$ cat src/rtl/stream_packer_pkg.sv
// Shared defaults and helpers for the stream packer slice.
package stream_packer_pkg;

   localparam int DEF_IN_W  = 32;
   localparam int DEF_RATIO = 4;
   localparam int DEF_CNT_W = 16;

   // Width of a lane index; never narrower than one bit so RATIO=1 still
   // gets a legal counter.
   function automatic int lane_idx_w(input int ratio);
      return (ratio > 1) ? $clog2(ratio) : 1;
   endfunction

endpackage

$ cat src/rtl/packer_out_reg.sv
// Single-entry valid/ready holding register for closed words.
module packer_out_reg #(
   parameter int W = 1
) (
   input  logic         clk_i,
   input  logic         rst_ni,
   input  logic         clr_i,
   input  logic         enable_i,
   input  logic         load_i,
   input  logic [W-1:0] data_i,
   input  logic         ready_i,
   output logic         valid_o,
   output logic [W-1:0] data_o
);

   logic         valid_q;
   logic [W-1:0] data_q;

   // A load wins over a pop so a word can be replaced in the same cycle it
   // leaves; an emptied register reads back as all zeros.
   always_ff @(posedge clk_i or negedge rst_ni) begin
      if (!rst_ni) begin
         valid_q <= 1'b0;
         data_q  <= '0;
      end else if (clr_i) begin
         valid_q <= 1'b0;
         data_q  <= '0;
      end else if (load_i) begin
         valid_q <= 1'b1;
         data_q  <= data_i;
      end else if (valid_q && enable_i && ready_i) begin
         valid_q <= 1'b0;
         data_q  <= '0;
      end
   end

   assign valid_o = valid_q;
   assign data_o  = data_q;

endmodule

$ cat src/rtl/stream_packer.sv
// Packs RATIO narrow input beats into one wide output word with lane strobes.
module stream_packer
   import stream_packer_pkg::*;
#(
   parameter int IN_W      = DEF_IN_W,
   parameter int RATIO     = DEF_RATIO,
   parameter int MSB_FIRST = 1,
   parameter int CNT_W     = DEF_CNT_W,
   parameter int OUT_W     = IN_W * RATIO
) (
   input  logic             clk_i,
   input  logic             rst_ni,
   input  logic             clr_i,
   input  logic             enable_i,
   input  logic             in_valid_i,
   output logic             in_ready_o,
   input  logic [IN_W-1:0]  in_data_i,
   input  logic             in_last_i,
   output logic             out_valid_o,
   input  logic             out_ready_i,
   output logic [OUT_W-1:0] out_data_o,
   output logic [RATIO-1:0] out_strb_o,
   output logic             out_last_o,
   output logic [CNT_W-1:0] words_o
);

   localparam int LANE_W = lane_idx_w(RATIO);
   localparam int OREG_W = OUT_W + RATIO + 1;

   logic [LANE_W-1:0] cnt;
   logic [OUT_W-1:0]  asm_data;
   logic [RATIO-1:0]  asm_strb;
   logic [OUT_W-1:0]  beat_lanes;
   logic [RATIO-1:0]  beat_strb;
   logic              out_valid_r;
   logic [OREG_W-1:0] oreg_q;
   logic              in_xfer;
   logic              out_xfer;
   logic              close_word;

   assign in_ready_o  = enable_i & ~clr_i & (~out_valid_r | out_ready_i);
   assign in_xfer     = in_valid_i & in_ready_o;
   assign out_valid_o = out_valid_r & enable_i;
   assign out_xfer    = out_valid_o & out_ready_i & ~clr_i;
   assign close_word  = in_xfer & ((cnt == LANE_W'(RATIO - 1)) | in_last_i);

   // Steer the incoming beat into the lane selected by the current count.
   always_comb begin
      beat_lanes = '0;
      beat_strb  = '0;
      for (int k = 0; k < RATIO; k++) begin
         if (cnt == LANE_W'(k)) begin
            if (MSB_FIRST != 0) begin
               beat_lanes[(RATIO-1-k)*IN_W +: IN_W] = in_data_i;
            end else begin
               beat_lanes[k*IN_W +: IN_W] = in_data_i;
            end
            beat_strb[k] = 1'b1;
         end
      end
   end

   // Assembly stage: accumulate beats until a word closes, then start clean.
   always_ff @(posedge clk_i or negedge rst_ni) begin
      if (!rst_ni) begin
         cnt      <= '0;
         asm_data <= '0;
         asm_strb <= '0;
      end else if (clr_i) begin
         cnt      <= '0;
         asm_data <= '0;
         asm_strb <= '0;
      end else if (in_xfer) begin
         if (close_word) begin
            cnt      <= '0;
            asm_data <= '0;
            asm_strb <= '0;
         end else begin
            cnt      <= cnt + 1'b1;
            asm_data <= asm_data | beat_lanes;
            asm_strb <= asm_strb | beat_strb;
         end
      end
   end

   // Emitted-word counter, wraps naturally at its width.
   always_ff @(posedge clk_i or negedge rst_ni) begin
      if (!rst_ni) begin
         words_o <= '0;
      end else if (clr_i) begin
         words_o <= '0;
      end else if (out_xfer) begin
         words_o <= words_o + 1'b1;
      end
   end

   packer_out_reg #(
      .W(OREG_W)
   ) u_out_reg (
      .clk_i   (clk_i),
      .rst_ni  (rst_ni),
      .clr_i   (clr_i),
      .enable_i(enable_i),
      .load_i  (close_word),
      .data_i  ({asm_data | beat_lanes, asm_strb | beat_strb, in_last_i}),
      .ready_i (out_ready_i),
      .valid_o (out_valid_r),
      .data_o  (oreg_q)
   );

   assign {out_data_o, out_strb_o, out_last_o} = oreg_q;

endmodule

$ cat config.mk
export PLATFORM = sky130hd
export DESIGN_NAME = stream_packer
export DESIGN_NICKNAME = d
export VERILOG_FILES = /design/src/rtl/stream_packer_pkg.sv /design/src/rtl/packer_out_reg.sv /design/src/rtl/stream_packer.sv
export SDC_FILE = /design/constraint.sdc
export NUM_CORES = 1
export LEC_CHECK = 0
export BUFFER_PORTS_ARGS = -buffer_cell sky130_fd_sc_hd__buf_4
export CAP_MARGIN = 20
export CORE_UTILIZATION = 60
export DETAILED_ROUTE_END_ITERATION = 8
export HOLD_SLACK_MARGIN = 0.12
export PLACE_DENSITY = 0.91
export SYNTH_ARGS = -nofsm -noshare
export SYNTH_HDL_FRONTEND = slang
export SYNTH_HIERARCHICAL = 1
export SYNTH_SLANG_ARGS = --single-unit
$ cat constraint.sdc
create_clock -name clk_i -period 3.3 [get_ports clk_i]
set_input_delay 0.495 -clock clk_i [delete_from_list [all_inputs] [get_ports clk_i]]
set_output_delay 0.495 -clock clk_i [all_outputs]
set_load 0.01 [all_outputs]
# After elaboration in Yosys (flattened, before gate mapping)

Cells that the tools add are included.
W data, S select, Z words.

Flip-flop bits (word level): 284
Input port bits: 39
Output and inout bits: 151
Logic and storage cells: 55

Add/subtract/negate cells: 2
Equal/unequal tests: 3
Multiplexer cells: 25
Bitwise gates (word level): 13
Reduce and logical (&&, ||, !) cells: 6

Operators with widths:

| operator                | number |
|---|---|
| $mux W133               | 3 |
| $mux W128               | 3 |
| $or A128 B128 Y128      | 1 |
| $mux W32                | 3 |
| $mux W64                | 1 |
| $mux W16                | 2 |
| $add A16 B1 Y16 const B | 1 |
| $mux W4                 | 3 |
| $and A1 B1 Y1           | 7 |
| $mux W1                 | 7 |
| $mux W2                 | 3 |
| $eq A2 B2 Y1 const B    | 2 |
| $or A4 B4 Y4            | 1 |
| $reduce_bool A2 Y1      | 2 |
| $reduce_bool A3 Y1      | 1 |
| $add A2 B1 Y2 const B   | 1 |
| $eq A2 B1 Y1 const B    | 1 |
| $logic_and A1 B1 Y1     | 2 |
| $logic_not A2 Y1        | 1 |
| $not A1 Y1              | 2 |
| $or A1 B1 Y1            | 2 |

# Depth between registers and ports, before layout

Gate-level depths: netlist (run 1).

Word-level depth: 8
Mapped depth: 10
Gate-level depth less buffers: 5

# Cells and area by module

Netlist (run 1), hierarchy kept.

Modules (own cells, without submodules):

| module         | instances | cells an instance | area each (um^2) | seq. area each (um^2) |
|---|---|---|---|---|
| stream_packer  | 1         | 638               | 6,735.2          | 3,753.6 |
| packer_out_reg | 1         | 300               | 4,695.8          | 3,353.2 |

# Least setup slack after synthesis (run 1)

OpenSTA, ideal clock, no wires.

Kind: input port to flip-flop
From: in clr_i
To: reg u_out_reg.data_q[100] (netlist: u_out_reg/data_o[100])
Setup time: 0.065 ns
Data arrival time: 2.350 ns
Data required time: 3.235 ns
Path slack: 0.885 ns
Stages: 10
Path buffers: 6
Path through: buf_2 > and4b_1 > buf_4 > clkbuf_1 > nor2b_1 > nor2b_1 > buf_2 > clkbuf_1 > buf_2 > a22o_1

Cells in the longest elaborated chain, start to end: 7
Elaborated cells between the ends (all ways): 8
Classes of those cells: mux (2); bitwise (5); reduce/logical (1)

RTL lines:

| element                         | RTL line             | text |
|---|---|---|
| from (decl)                     | stream_packer.sv:13  | `input logic clr_i,` |
| $not A1 Y1 (*)                  | stream_packer.sv:41  | `assign in_ready_o = enable_i & ~clr_i & (~out_valid_r \| out_ready_i);` |
| $and A1 B1 Y1 (*) (2 in series) | stream_packer.sv:41  |  |
| $and A1 B1 Y1 (*)               | stream_packer.sv:42  | `assign in_xfer = in_valid_i & in_ready_o;` |
| $and A1 B1 Y1 (*)               | stream_packer.sv:45  | `assign close_word = in_xfer & ((cnt == LANE_W'(RATIO - 1)) \| in_last_i);` |
| net close_word                  | stream_packer.sv:39  | `logic close_word;` |
| $mux W133                       | packer_out_reg.sv:28 | `end else if (load_i) begin` |
| $mux W133                       | packer_out_reg.sv:25 | `end else if (clr_i) begin` |
| to (signal assigned)            | packer_out_reg.sv:30 | `data_q <= data_i;` |
| to (decl)                       | packer_out_reg.sv:17 | `logic [W-1:0] data_q;` |

Mark *: on every way through the listed nets, which the timed path passes. The rest lies on a longest branch.
A chain may end at the register's enable or synchronous reset.

# Worst setup path in the final report (run 1)

From: reg u_out_reg.valid_q (netlist: u_out_reg/valid_o)
To: reg u_out_reg.data_q[24] (netlist: u_out_reg/data_o[24])

Cells in the longest elaborated chain, start to end: 7
Elaborated cells between the ends (all ways): 10
Classes of those cells: mux (2); bitwise (5); reduce/logical (3)

RTL lines:

| element                | RTL line             | text |
|---|---|---|
| from (decl)            | packer_out_reg.sv:16 | `logic valid_q;` |
| from (signal assigned) | packer_out_reg.sv:23 | `valid_q <= 1'b0;` |
| from (signal assigned) | packer_out_reg.sv:26 | `valid_q <= 1'b0;` |
| from (signal assigned) | packer_out_reg.sv:29 | `valid_q <= 1'b1;` |
| $not A1 Y1 (*)         | stream_packer.sv:41  |  |
| $or A1 B1 Y1 (*)       | stream_packer.sv:41  |  |
| $and A1 B1 Y1 (*)      | stream_packer.sv:41  |  |
| $and A1 B1 Y1 (*)      | stream_packer.sv:42  |  |
| $and A1 B1 Y1 (*)      | stream_packer.sv:45  |  |
| net close_word         | stream_packer.sv:39  |  |
| $mux W133              | packer_out_reg.sv:28 |  |
| $mux W133              | packer_out_reg.sv:25 |  |

Marks and branches as above.

==> results of run 1 <==
==> worst min path at each step <==
stage	from	endpoint	slack, ns
6_report	in_last_i	u_out_reg/data_o[0]	0.20
5_1_grt	in_last_i	u_out_reg/data_o[0]	0.19
4_1_cts	in_last_i	u_out_reg/data_o[0]	0.19
3_5_place_dp	asm_strb[3]	asm_strb[3]	0.48
3_3_place_gp	asm_strb[0]	asm_strb[0]	0.47
2_1_floorplan	rst_ni	asm_data[0]	0.20
==> placed cells by master (no fill, tap or decap), types with 7 or more instances in the layout <==
cell type | Yosys | layout
nand2_1 | 71 | 70
xor2_1 | 9 | 9
buf_4 | 3 | 198
nor2_1 | 49 | 49
nor2b_1 | 29 | 28
a21o_1 | 128 | 128
clkbuf_16 | 0 | 29
a21oi_1 | 7 | 7
dfrtp_1 | 284 | 284
a22o_1 | 133 | 133
a21boi_0 | 62 | 62
o21ai_0 | 37 | 37
clkinv_2 | 0 | 8
==> registers in the layout, summed over array words and instances, names as in the netlist <==
register / cells
cnt: 2
u_out_reg/valid_o: 1
asm_data: 128
u_out_reg/data_o: 133
words_o: 16
asm_strb: 4
==> cell families after synthesis <==
| group | Yosys count |
|---|---|
| fa+ha+maj | 5 |
| buf+inv | 76 |
| xor+xnor | 10 |
| compound gates | 384 |
| simple gates | 178 |
| mux | 1 |
| flops | 284 |
==> cell type report <==
| type | count | area, µm² |
|---|---|---|
| tap | 234 | 292.8 |
| fill | 1153 | 4583 |
| sequential | 284 | 7107 |
| clock inverter | 18 | 255.2 |
| inverter | 3 | 11.26 |
| clock buffer | 36 | 802.0 |
| timing repair buffer | 206 | 1632 |
| multi-input combinational | 578 | 4023 |
==> metal layers <==
layer / share of wire [%] / global-route usage [%] / up-vias / wire [µm]
met5: 0 / 0 / - / 0
met3: 5.7 / 4.718 / 52 / 1611
met4: 2.7 / 9.601 / 0 / 774
met2: 50 / 48.29 / 334 / 14100
met1: 42 / 40.71 / 4335 / 11990
li1: - / - / 3725 / -
==> power groups by stage <==
| stage | clock network, mW | registers [mW] | logic [mW] |
|---|---|---|---|
| global placement | 0 | 3.58 | 0.392 |
| finish | 3.56 | 3.52 | 0.407 |
| detailed placement | 0 | 3.58 | 0.401 |
| global route | 3.75 | 3.52 | 0.440 |
| CTS | 3.60 | 3.52 | 0.407 |
| floorplan | 0 | 3.59 | 0.178 |
==> per-stage QoR <==
stage	power (mW)	area (µm²)	setup slack, ns	cells	utilization (%)
floorplan	3.763	11430	0.8845	938	-
global placement	3.974	13060	0.6436	1304	69.79
detailed placement	3.984	13060	0.5058	1304	69.79
CTS	7.522	14120	0.6859	1359	75.50
global route	7.706	14120	0.5526	1359	75.50
finish	7.490	14120	0.6435	1359	75.50
==> Yosys cell counts, types with 2 or more instances <==
master / instances
nor2_1: 49
inv_1: 3
buf_1: 2
or2_2: 4
buf_2: 37
o31ai_1: 4
or3_1: 2
dfrtp_1: 284
nand4_1: 5
nor2b_1: 29
nand2_1: 71
a21boi_0: 62
a22o_1: 133
buf_4: 3
and2_1: 2
xor2_1: 9
ha_1: 5
or4_1: 4
o21ai_0: 37
clkbuf_1: 31
a21boi_1: 5
a21o_1: 128
nand3_1: 5
a21oi_1: 7
a32o_1: 4
==> metrics.cfg, run 1 <==
[sta]
relSlewSlack_pct = 40.62
worst_slew_pin_slew_ns = 0.8907
final_min_period_over_clock_period_pct = 80.50
rsz0062_at_grt = no
setup-tns-final_ns = 0
drv_slew = 0
setup_viol = 0
fin_skew_ns = 0.007984
fmax_mhz = 376.4
hold_viol = 0
hold_slack_ns = 0.1999
fin_crit_ns = 2.657

[synth]
synth-edff-count = 0
synth_compound_area_share_pct = 26.01
synthAdderAreaFrac_pct = 0.5473
yosysTopAreaCell = dfrtp_1
synthCells = 938
synth_area_leaders = dfrtp_1, a22o_1, a21o_1
seq_area_frac_synth_pct = 62.17
syn_area_um2 = 11430
synth_top_cell_area_share_pct = 62.17
synth_top_family_by_area = compound AO/OA/AOI/OAI gates
synth.distinct_cells = 38
yosys_most_used_dff = dfrtp_1
synth_xor_xnor_area_share_pct = 0.7662
synth_nets = 982
synth-seq-cells = 284
muxShareOfSynthArea_pct = 0.08757
ys_warn_count = 6
yosys.area_share.simple_pct = 7.421
avgSynthCellArea_um2 = 12.19
async_reset_ff_share_pct = 100.0

[routing]
wire_per_inst_um = 20.96
routed_wl_um = 28480
ant_nets = 0
drtIter0Drc = 615
post_drt_via_cell_ratio = 6.215
vias = 8446
drc = 0
first_pass_iters = 5

[job]
maxCapViolations = 0

[pwr]
share_comb_of_total_power_pct = 5.4
switching_share_pct = 22.19
seqPwrFrac_pct = 47.0
peakVddDrop_mv = 0.4482
p_switching_mw = 1.662
leakage_nw = 7.728
clockPowerShare_pct = 47.6
internal-power_mw = 5.829
p_per_area_nw_per_um2 = 530.4

[worst_setup_path]
startpoint_type = flip-flop
rr_endpoint = u_out_reg/data_o[24]
r2r-start = u_out_reg/valid_o
r2r_cells = 6
worst_ep_arrival_time_ns = 3.13
endpoint_kind = flip-flop
max_stage_delay_ns = 0.51
crit_buf_inv = 1
critical_path.cell_chain = nand2b_1 > and4b_2 > nor2b_1 > nor2b_4 > buf_12 > a22o_1
cp_top_family = simple AND/OR/NAND/NOR gates
critPathCapture = u_out_reg/data_o[24]
critPathMaxFanout = 69
regToRegSetupSlack_ns = 0.64
worstPathRequired_ns = 3.77
startpoint = u_out_reg/valid_o
path_class = flip-flop to flip-flop
slowest_stage = nor2b_4
path_depth = 6

[status]
run_status = complete, no violations

[clocking]
cts_hold_buffers = 1
clock_latency_ns = 0.54
cts_tree = yes
cts-resized-gates = 0
clk_path_buf_depth = 3
cts.sinks = 284
cts-root-buf = clkbuf_16
clk_pin_slew_ns = 0.06
cts_setup_buffers = 0
cts_buffers = 29
htreeDepth = 1

[grt]
overflow = 0
antenna_found_initial = 0
grt_pass1_wl_um = 45810
grt_usage_pct = 29.49
grt_pass1_vias = 8547
grt_max_degree = 120

[floorplanning]
die_h_um = 140.0
start_util_pct = 61.11
core-area_um2 = 18710
rows = 50
die-area_um2 = 19610
ios = 190
die_w_um = 140.0

[finish]
areaGrowthSynthToFinish_pct = 23.54
nets = 1146
n_antenna_cell = 0
drive_gt1_share_pct = 24.44

[placement]
portBuffers = 189
gp_congestion = 0.7922
dp_hpwl_um = 17040

[hold_path]
min_path_type = primary input to flip-flop
holdPathStages = 2

Power figures use the tool's default switching activity.
==> run 2: changes to the inputs <==
Settings changed: ABC_AREA set to 1, CORE_UTILIZATION 60 to 57, PLACE_DENSITY 0.91 to 0.87.
Clock period 3.3 ns to 2.55 ns, I/O delays scaled along.
==> run 2 against run 1 <==
Register-to-register slack worse by 0.21 ns. Clock power up 28%. Worst setup slack worse by 0.28 ns. Global-route usage up 0.76 points. Clock skew up 0.0043 ns. Hold slack worse by 0.070 ns. Sequential share of layout area down 3.0 points. Largest cell class unchanged. Largest power group unchanged.
==> metrics.cfg, run 2 <==
[synth]
synth_area_leaders = dfrtp_1, nand2_1, nand3_1  ; was dfrtp_1, a22o_1, a21o_1
yosysTopAreaCell = dfrtp_1  ; unchanged
synth-seq-cells = 284  ; unchanged
synth_top_cell_area_share_pct = 58.13  ; was 62.17%
synth_commonest_cells = nand2_1, dfrtp_1, nand3_1  ; was dfrtp_1, a22o_1, a21o_1
async_reset_ff_share_pct = 100.0  ; unchanged
seq_area_frac_synth_pct = 58.13  ; was 62.17%
synth_nets = 1493  ; was 982
yosysMostFrequentCell = nand2_1  ; was dfrtp_1
synth.distinct_cells = 28  ; was 38
synth-edff-count = 0  ; unchanged
avgSynthCellArea_um2 = 8.437  ; was 12.19 µm²
yosys_most_used_dff = dfrtp_1  ; unchanged
ys_warn_count = 6  ; unchanged
syn_area_um2 = 12230  ; was 11430 µm²
synthCells = 1449  ; was 938

[routing]
drc = 0  ; unchanged
routed_wl_um = 32660  ; was 28480 µm
wire_per_inst_um = 17.09  ; was 20.96 µm
ant_nets = 0  ; unchanged
drtIter0Drc = 988  ; was 615
first_pass_iters = 5  ; unchanged
vias = 10640  ; was 8446
post_drt_via_cell_ratio = 5.567  ; was 6.215

[clocking]
cts-resized-gates = 0  ; unchanged
cts_tree = yes  ; unchanged
cts-root-buf = clkbuf_16  ; unchanged
cts_setup_buffers = 0  ; unchanged
htreeDepth = 1  ; unchanged
cts_buffers = 28  ; was 29
clk_path_buf_depth = 3  ; unchanged
clk_pin_slew_ns = 0.07  ; was 0.06 ns
cts.sinks = 284  ; unchanged
clock_latency_ns = 0.55  ; was 0.54 ns

[worst_setup_path]
path_class = primary input to flip-flop  ; was flip-flop to flip-flop
endpoint_kind = flip-flop  ; unchanged
worstPathRequired_ns = 3.00  ; was 3.77 ns
rr_endpoint = u_out_reg/data_o[129]  ; was u_out_reg/data_o[24]
worst_ep_arrival_time_ns = 2.64  ; was 3.13 ns
cp_top_family = buffers and inverters  ; was simple AND/OR/NAND/NOR gates
r2r-start = cnt[0]  ; was u_out_reg/valid_o
startpoint_type = primary input  ; was flip-flop
critPathMaxFanout = 58  ; was 69
regToRegSetupSlack_ns = 0.43  ; was 0.64 ns
slowest_stage = inv_2  ; was nor2b_4
crit_buf_inv = 4  ; was 1
critical_path.cell_chain = dlygate4sd3_1 > buf_4 > inv_2 > nand4_2 > nand2_2 > inv_2 > nand2_1 > a21oi_1  ; was nand2b_1 > and4b_2 > nor2b_1 > nor2b_4 > buf_12 > a22o_1
max_stage_delay_ns = 0.74  ; was 0.51 ns
r2r_cells = 9  ; was 6
cp_common_cell = inv_2

[pwr]
internal-power_mw = 7.531  ; was 5.829 mW
seqPwrFrac_pct = 47.0  ; about the same
peakVddDrop_mv = 0.4682  ; was 0.4482 mV
switching_share_pct = 22.42  ; was 22.19%
p_per_area_nw_per_um2 = 646.9  ; was 530.4 nW/µm²
share_comb_of_total_power_pct = 5.9  ; was 5.4%
leakage_nw = 8.282  ; was 7.728 nW
p_switching_mw = 2.176  ; was 1.662 mW
clockPowerShare_pct = 47.1  ; was 47.6%

[hold_path]
holdPathStages = 3  ; was 2
min_path_type = primary input to flip-flop  ; unchanged
whs_endpoint = asm_data[89]  ; was u_out_reg/data_o[0]
worst_hold_startpoint = in_data_i[25]  ; was in_last_i

[finish]
nets = 1659  ; was 1146
fillers = 1494  ; was 1153
drive_gt1_share_pct = 17.05  ; was 24.44%
final_util_pct = 71.39  ; was 75.50%
largest_register_ffs = 133  ; unchanged
areaGrowthSynthToFinish_pct = 22.75  ; was 23.54%
fin_cells = 1911  ; was 1359
n_antenna_cell = 0  ; unchanged
layout_common_cells = nand2_1, dfrtp_1, buf_4, nand3_1, inv_1  ; was dfrtp_1, buf_4, a22o_1, a21o_1, nand2_1
mostFrequentLayoutCell = nand2_1  ; was dfrtp_1

[sta]
hold_viol = 0  ; unchanged
fin_ws_ns = 0.3664  ; was 0.6435 ns
final_min_period_over_clock_period_pct = 85.63
fin_skew_ns = 0.01226  ; was 0.007984 ns
fmax_mhz = 458.0
hold_slack_ns = 0.1304  ; was 0.1999 ns
setup_viol = 0  ; unchanged
worst_slew_pin_slew_ns = 1.008  ; was 0.8907 ns
fin_crit_ns = 2.184
setup-tns-final_ns = 0  ; unchanged
relSlewSlack_pct = 32.68  ; was 40.62%
drv_slew = 0  ; unchanged
rsz0062_at_grt = no  ; unchanged

[floorplanning]
start_util_pct = 58.16  ; was 61.11%
rows = 53  ; was 50
core-area_um2 = 21020  ; was 18710 µm²
ios = 190  ; unchanged
die_w_um = 148.5  ; was 140.0 µm
die_h_um = 148.5  ; was 140.0 µm
die-area_um2 = 22040  ; was 19610 µm²

[grt]
grt_max_degree = 135  ; was 120
antenna_found_initial = 0  ; unchanged
grt_pass1_wl_um = 52850  ; was 45810 µm
grt_usage_pct = 30.26  ; was 29.49%
overflow = 0  ; unchanged
grt_pass1_vias = 10420  ; was 8547

[placement]
post-place-ws_ns = 0.4127  ; was 0.5058 ns
dp_hpwl_um = 20680  ; was 17040 µm
portBuffers = 189  ; unchanged
placed_cells = 1857  ; was 1304
gp_congestion = 0.9033  ; was 0.7922

[status]
run_status = complete, no violations  ; unchanged

[job]
maxCapViolations = 0  ; unchanged

[run 2: layout make-up]
class | count | area (µm²) | area share (%)
clock inverter | 12 | 221.5 | 1.476
multi-input combinational | 903 | 4065 | 27.09
sequential | 284 | 7107 | 47.36
inverter | 179 | 671.9 | 4.477
clock buffer | 39 | 813.3 | 5.419
tap | 275 | 344.1 | 2.293
timing repair buffer | 219 | 1784 | 11.89
[run 2: timing repair]
item                                    CTS  global route
endpoints found under the setup margin    0             0
hold endpoints to repair                 80             0
hold buffers                              3             0
[run 2: metal layers]
layer	vias up	GRT usage [%]	part of all wire (%)	wire, µm
met5	-	0	0	0
met4	0	9.948	3.2	1031
met3	94	4.785	9.0	2935
met2	532	47.08	46	15080
met1	5096	43.60	42	13620
li1	4916	-	-	-
[run 2: how the worst max path moves through the flow]
stage                start               endpoint  slack, ns  cells after the start
floorplan           cnt[0]  u_out_reg/data_o[101]       0.82                     10
global placement     clr_i           asm_data[35]       0.50                      7
detailed placement   clr_i           asm_data[63]       0.41                      7
CTS                  clr_i           asm_data[29]       0.37                      8
global route         clr_i           asm_data[50]       0.24                      8
finish               clr_i           asm_data[30]       0.37                      8
[run 2: worst register-to-register path: cells and delay by family (launching register included)]
kind	cells	cell delay (ns)
DFF	1	0.45
adders and majority gates	1	0.27
buffers and inverters	3	0.58
and+or+nand+nor	5	0.75
[run 2: cells by family (layout without fill, tap and decap cells)]
group | count (synthesis) | after routing | share of synthesized area, %
buffers and inverters | 262 | 449 | 8.720
adders and majority gates | 5 | 5 | 0.5117
DFF | 284 | 284 | 58.13
and+or+nand+nor | 667 | 667 | 23.07
AOI/OAI and AO/OA | 229 | 229 | 9.426
xor gates and xnor gates | 2 | 2 | 0.1433
[run 2: power groups by stage]
stage                     Clock, mW  Combinational [mW]  Sequential, mW
after detailed placement          0               0.561            4.65
after CTS                      4.62               0.573            4.56
after floorplan                   0               0.254            4.65
after global routing           4.79               0.629            4.57
after global placement            0               0.548            4.65
final                          4.57               0.575            4.56
[run 2: stage by stage]
| stage | cell area, µm² | total power, mW |
|---|---|---|
| 4_1_cts | 15010 | 9.756 |
| 5_1_grt | 15010 | 9.987 |
| 3_5_place_dp | 13940 | 5.208 |
| 2_1_floorplan | 12230 | 4.905 |
| 6_report | 15010 | 9.707 |
| 3_3_place_gp | 13940 | 5.194 |
==> run 3: changes to the inputs <==
Settings changed: GPL_TIMING_DRIVEN set to 0.
==> run 3 against run 2 <==
Core utilization up 0.52 points. Non-clock buffer count rose by 60. Global-route usage is 1.5 points higher. Clock power shrank 2%. Hold slack gained 0.0039 ns. Clock skew rose by 0.0058 ns. Sequential power is essentially flat. Critical endpoint is now u_out_reg/data_o[102]. Largest cell class unchanged. Highest routed layer unchanged.
==> metrics.cfg, run 3 (synthesized netlist as in run 2, its figures left out) <==
[grt]
grt_max_degree = 110  ; was 135
grt_usage_pct = 31.74  ; was 30.26%
grt_pass1_vias = 10710  ; was 10420
antenna_found_initial = 0  ; unchanged
grt_pass1_wl_um = 54420  ; was 52850 µm
overflow = 0  ; unchanged

[floorplanning]
die_w_um = 148.5  ; unchanged
die-area_um2 = 22040  ; unchanged
ios = 190  ; unchanged
rows = 53  ; unchanged
core-area_um2 = 21020  ; unchanged
die_h_um = 148.5  ; unchanged
start_util_pct = 58.16  ; unchanged

[routing]
wire_per_inst_um = 17.44  ; was 17.09 µm
drtIter0Drc = 1206  ; was 988
first_pass_iters = 6  ; was 5
routed_wl_um = 34430  ; was 32660 µm
vias = 11000  ; was 10640
drc = 0  ; unchanged
post_drt_via_cell_ratio = 5.570  ; was 5.567
ant_nets = 0  ; unchanged

[clocking]
clk_pin_slew_ns = 0.06  ; was 0.07 ns
cts.sinks = 284  ; unchanged
htreeDepth = 1  ; unchanged
cts-root-buf = clkbuf_16  ; unchanged
cts_buffers = 29  ; was 28
cts_tree = yes  ; unchanged
clock_latency_ns = 0.55  ; about the same
clk_path_buf_depth = 3  ; unchanged

[sta]
relSlewSlack_pct = 54.16  ; was 32.68%
rsz0062_at_grt = no  ; unchanged
fin_crit_ns = 2.412  ; was 2.184 ns
final_min_period_over_clock_period_pct = 94.57  ; was 85.63%
setup_viol = 0  ; unchanged
fin_ws_ns = 0.1384  ; was 0.3664 ns
hold_viol = 0  ; unchanged
worst_slew_pin_slew_ns = 0.6857  ; was 1.008 ns
drv_slew = 0  ; unchanged
fin_skew_ns = 0.01807  ; was 0.01226 ns
fmax_mhz = 414.7  ; was 458.0 MHz

[pwr]
peakVddDrop_mv = 0.5922  ; was 0.4682 mV
leakage_nw = 8.368  ; was 8.282 nW
p_per_area_nw_per_um2 = 638.1  ; was 646.9 nW/µm²

[worst_setup_path]
worstPathRequired_ns = 3.03  ; was 3.00 ns
slowest_stage = dfrtp_1  ; was inv_2
worst_ep_arrival_time_ns = 2.89  ; was 2.64 ns
critPathMaxFanout = 10  ; was 58
endpoint_kind = flip-flop  ; unchanged
max_stage_delay_ns = 0.44  ; was 0.74 ns
critical_path.cell_chain = ha_1 > nor2_1 > inv_1 > nand3_1 > inv_1 > nor2_4 > buf_4 > buf_2 > nand3_1 > nand2_1  ; was dlygate4sd3_1 > buf_4 > inv_2 > nand4_2 > nand2_2 > inv_2 > nand2_1 > a21oi_1
path_class = flip-flop to flip-flop  ; was primary input to flip-flop
startpoint_type = flip-flop  ; was primary input
r2r_cells = 10  ; was 9

[finish]
areaGrowthSynthToFinish_pct = 23.64  ; was 22.75%
largest_register_ffs = 133  ; unchanged
seqCellArea_um2 = 7107  ; unchanged
fillers = 1442  ; was 1494
mostFrequentLayoutCell = nand2_1  ; unchanged
layout_common_cells = nand2_1, dfrtp_1, buf_4, nand3_1, inv_1  ; unchanged
nets = 1720  ; was 1659
n_antenna_cell = 0  ; unchanged
fin_cells = 1974  ; was 1911
multi_input_area_um2 = 4053  ; was 4065 µm²
final_util_pct = 71.91  ; was 71.39%
drive_gt1_share_pct = 17.72  ; was 17.05%

[placement]
placed_cells = 1915  ; was 1857
post-place-ws_ns = 0.2324  ; was 0.4127 ns
gp_congestion = 0.8983  ; was 0.9033
portBuffers = 189  ; unchanged
dp_hpwl_um = 24150  ; was 20680 µm

[hold_path]
min_path_type = primary input to flip-flop  ; unchanged
holdPathStages = 3  ; unchanged

[job]
maxCapViolations = 0  ; unchanged

[status]
run_status = complete, no violations  ; unchanged

## run 3: cell count changes in the layout (fill, tap and decap cells not counted), moves of 2 or more
cell           previous run  this run
clkinv_4                  3         1
buf_12                   10         0
buf_6                     0         3
buf_16                    0         2
buf_4                   205       191
buf_2                     0        39
dlygate4sd3_1             3         5
clkbuf_1                  5        32
buf_1                     0        11
clkinv_2                  3         7
## run 3: path summary, 6_finish.rpt
| kind | startpoint | to | slack [ns] |
|---|---|---|---|
| min reg2reg | asm_strb[2] | asm_strb[2] | 0.47 |
| min | in_data_i[23] | asm_data[87] | 0.13 |
| max in group asynchronous | rst_ni | u_out_reg/data_o[79] | 0.81 |
| max reg2reg | cnt[0] | u_out_reg/data_o[102] | 0.14 |
| max | cnt[0] | u_out_reg/data_o[102] | 0.14 |
| min in group asynchronous | rst_ni | words_o[9] | 0.40 |
## run 3: worst max-delay path: cells and delay by family, from the launching register on
family | cells | cell delay (ns)
buf+inv | 4 | 0.74
simple gates | 5 | 0.84
flops | 1 | 0.44
fa+ha+maj | 1 | 0.32
## run 3: where the power goes
part | internal (mW) | switching [mW] | total [mW]
registers | 4.55 | 0.0206 | 4.57
clock network | 2.72 | 1.76 | 4.48
logic | 0.161 | 0.439 | 0.600
## run 3: per-layer routing
layer  vias to the layer above  track usage (%)  routed length (µm)
li1                       5047                -                   -
met1                      5253            42.61               13390
met2                       593            51.29               16440
met3                       102            6.043                3483
met4                         0            12.27                1115
met5                         -                0                   0
## run 3: final cells by class
class	count	share of cell area, %
flip-flops and latches	284	47.02
clock buffers	39	5.314
clock inverters	15	1.391
multi-input cells	903	26.81
repair buffers	196	10.13
inverters	179	4.445
well taps	275	2.276
plain buffers	83	2.616
## run 3: per-stage QoR
stage	hold slack [ns]	TNS (ns)	power [mW]	cell area [µm²]
2_1_floorplan	0.08691	0	4.905	12230
3_3_place_gp	0.4482	-355.01	5.199	13990
3_5_place_dp	0.4158	0	5.223	14050
4_1_cts	0.1227	0	9.663	15110
5_1_grt	0.1382	0	9.921	15120
6_report	0.1343	0	9.645	15120
## run 3: timing repair
item                       CTS  global route
buffers inserted             0             0
setup endpoints to repair    0             1
resized for setup            0             1
hold endpoints to repair    91             0
hold buffers                 5             0
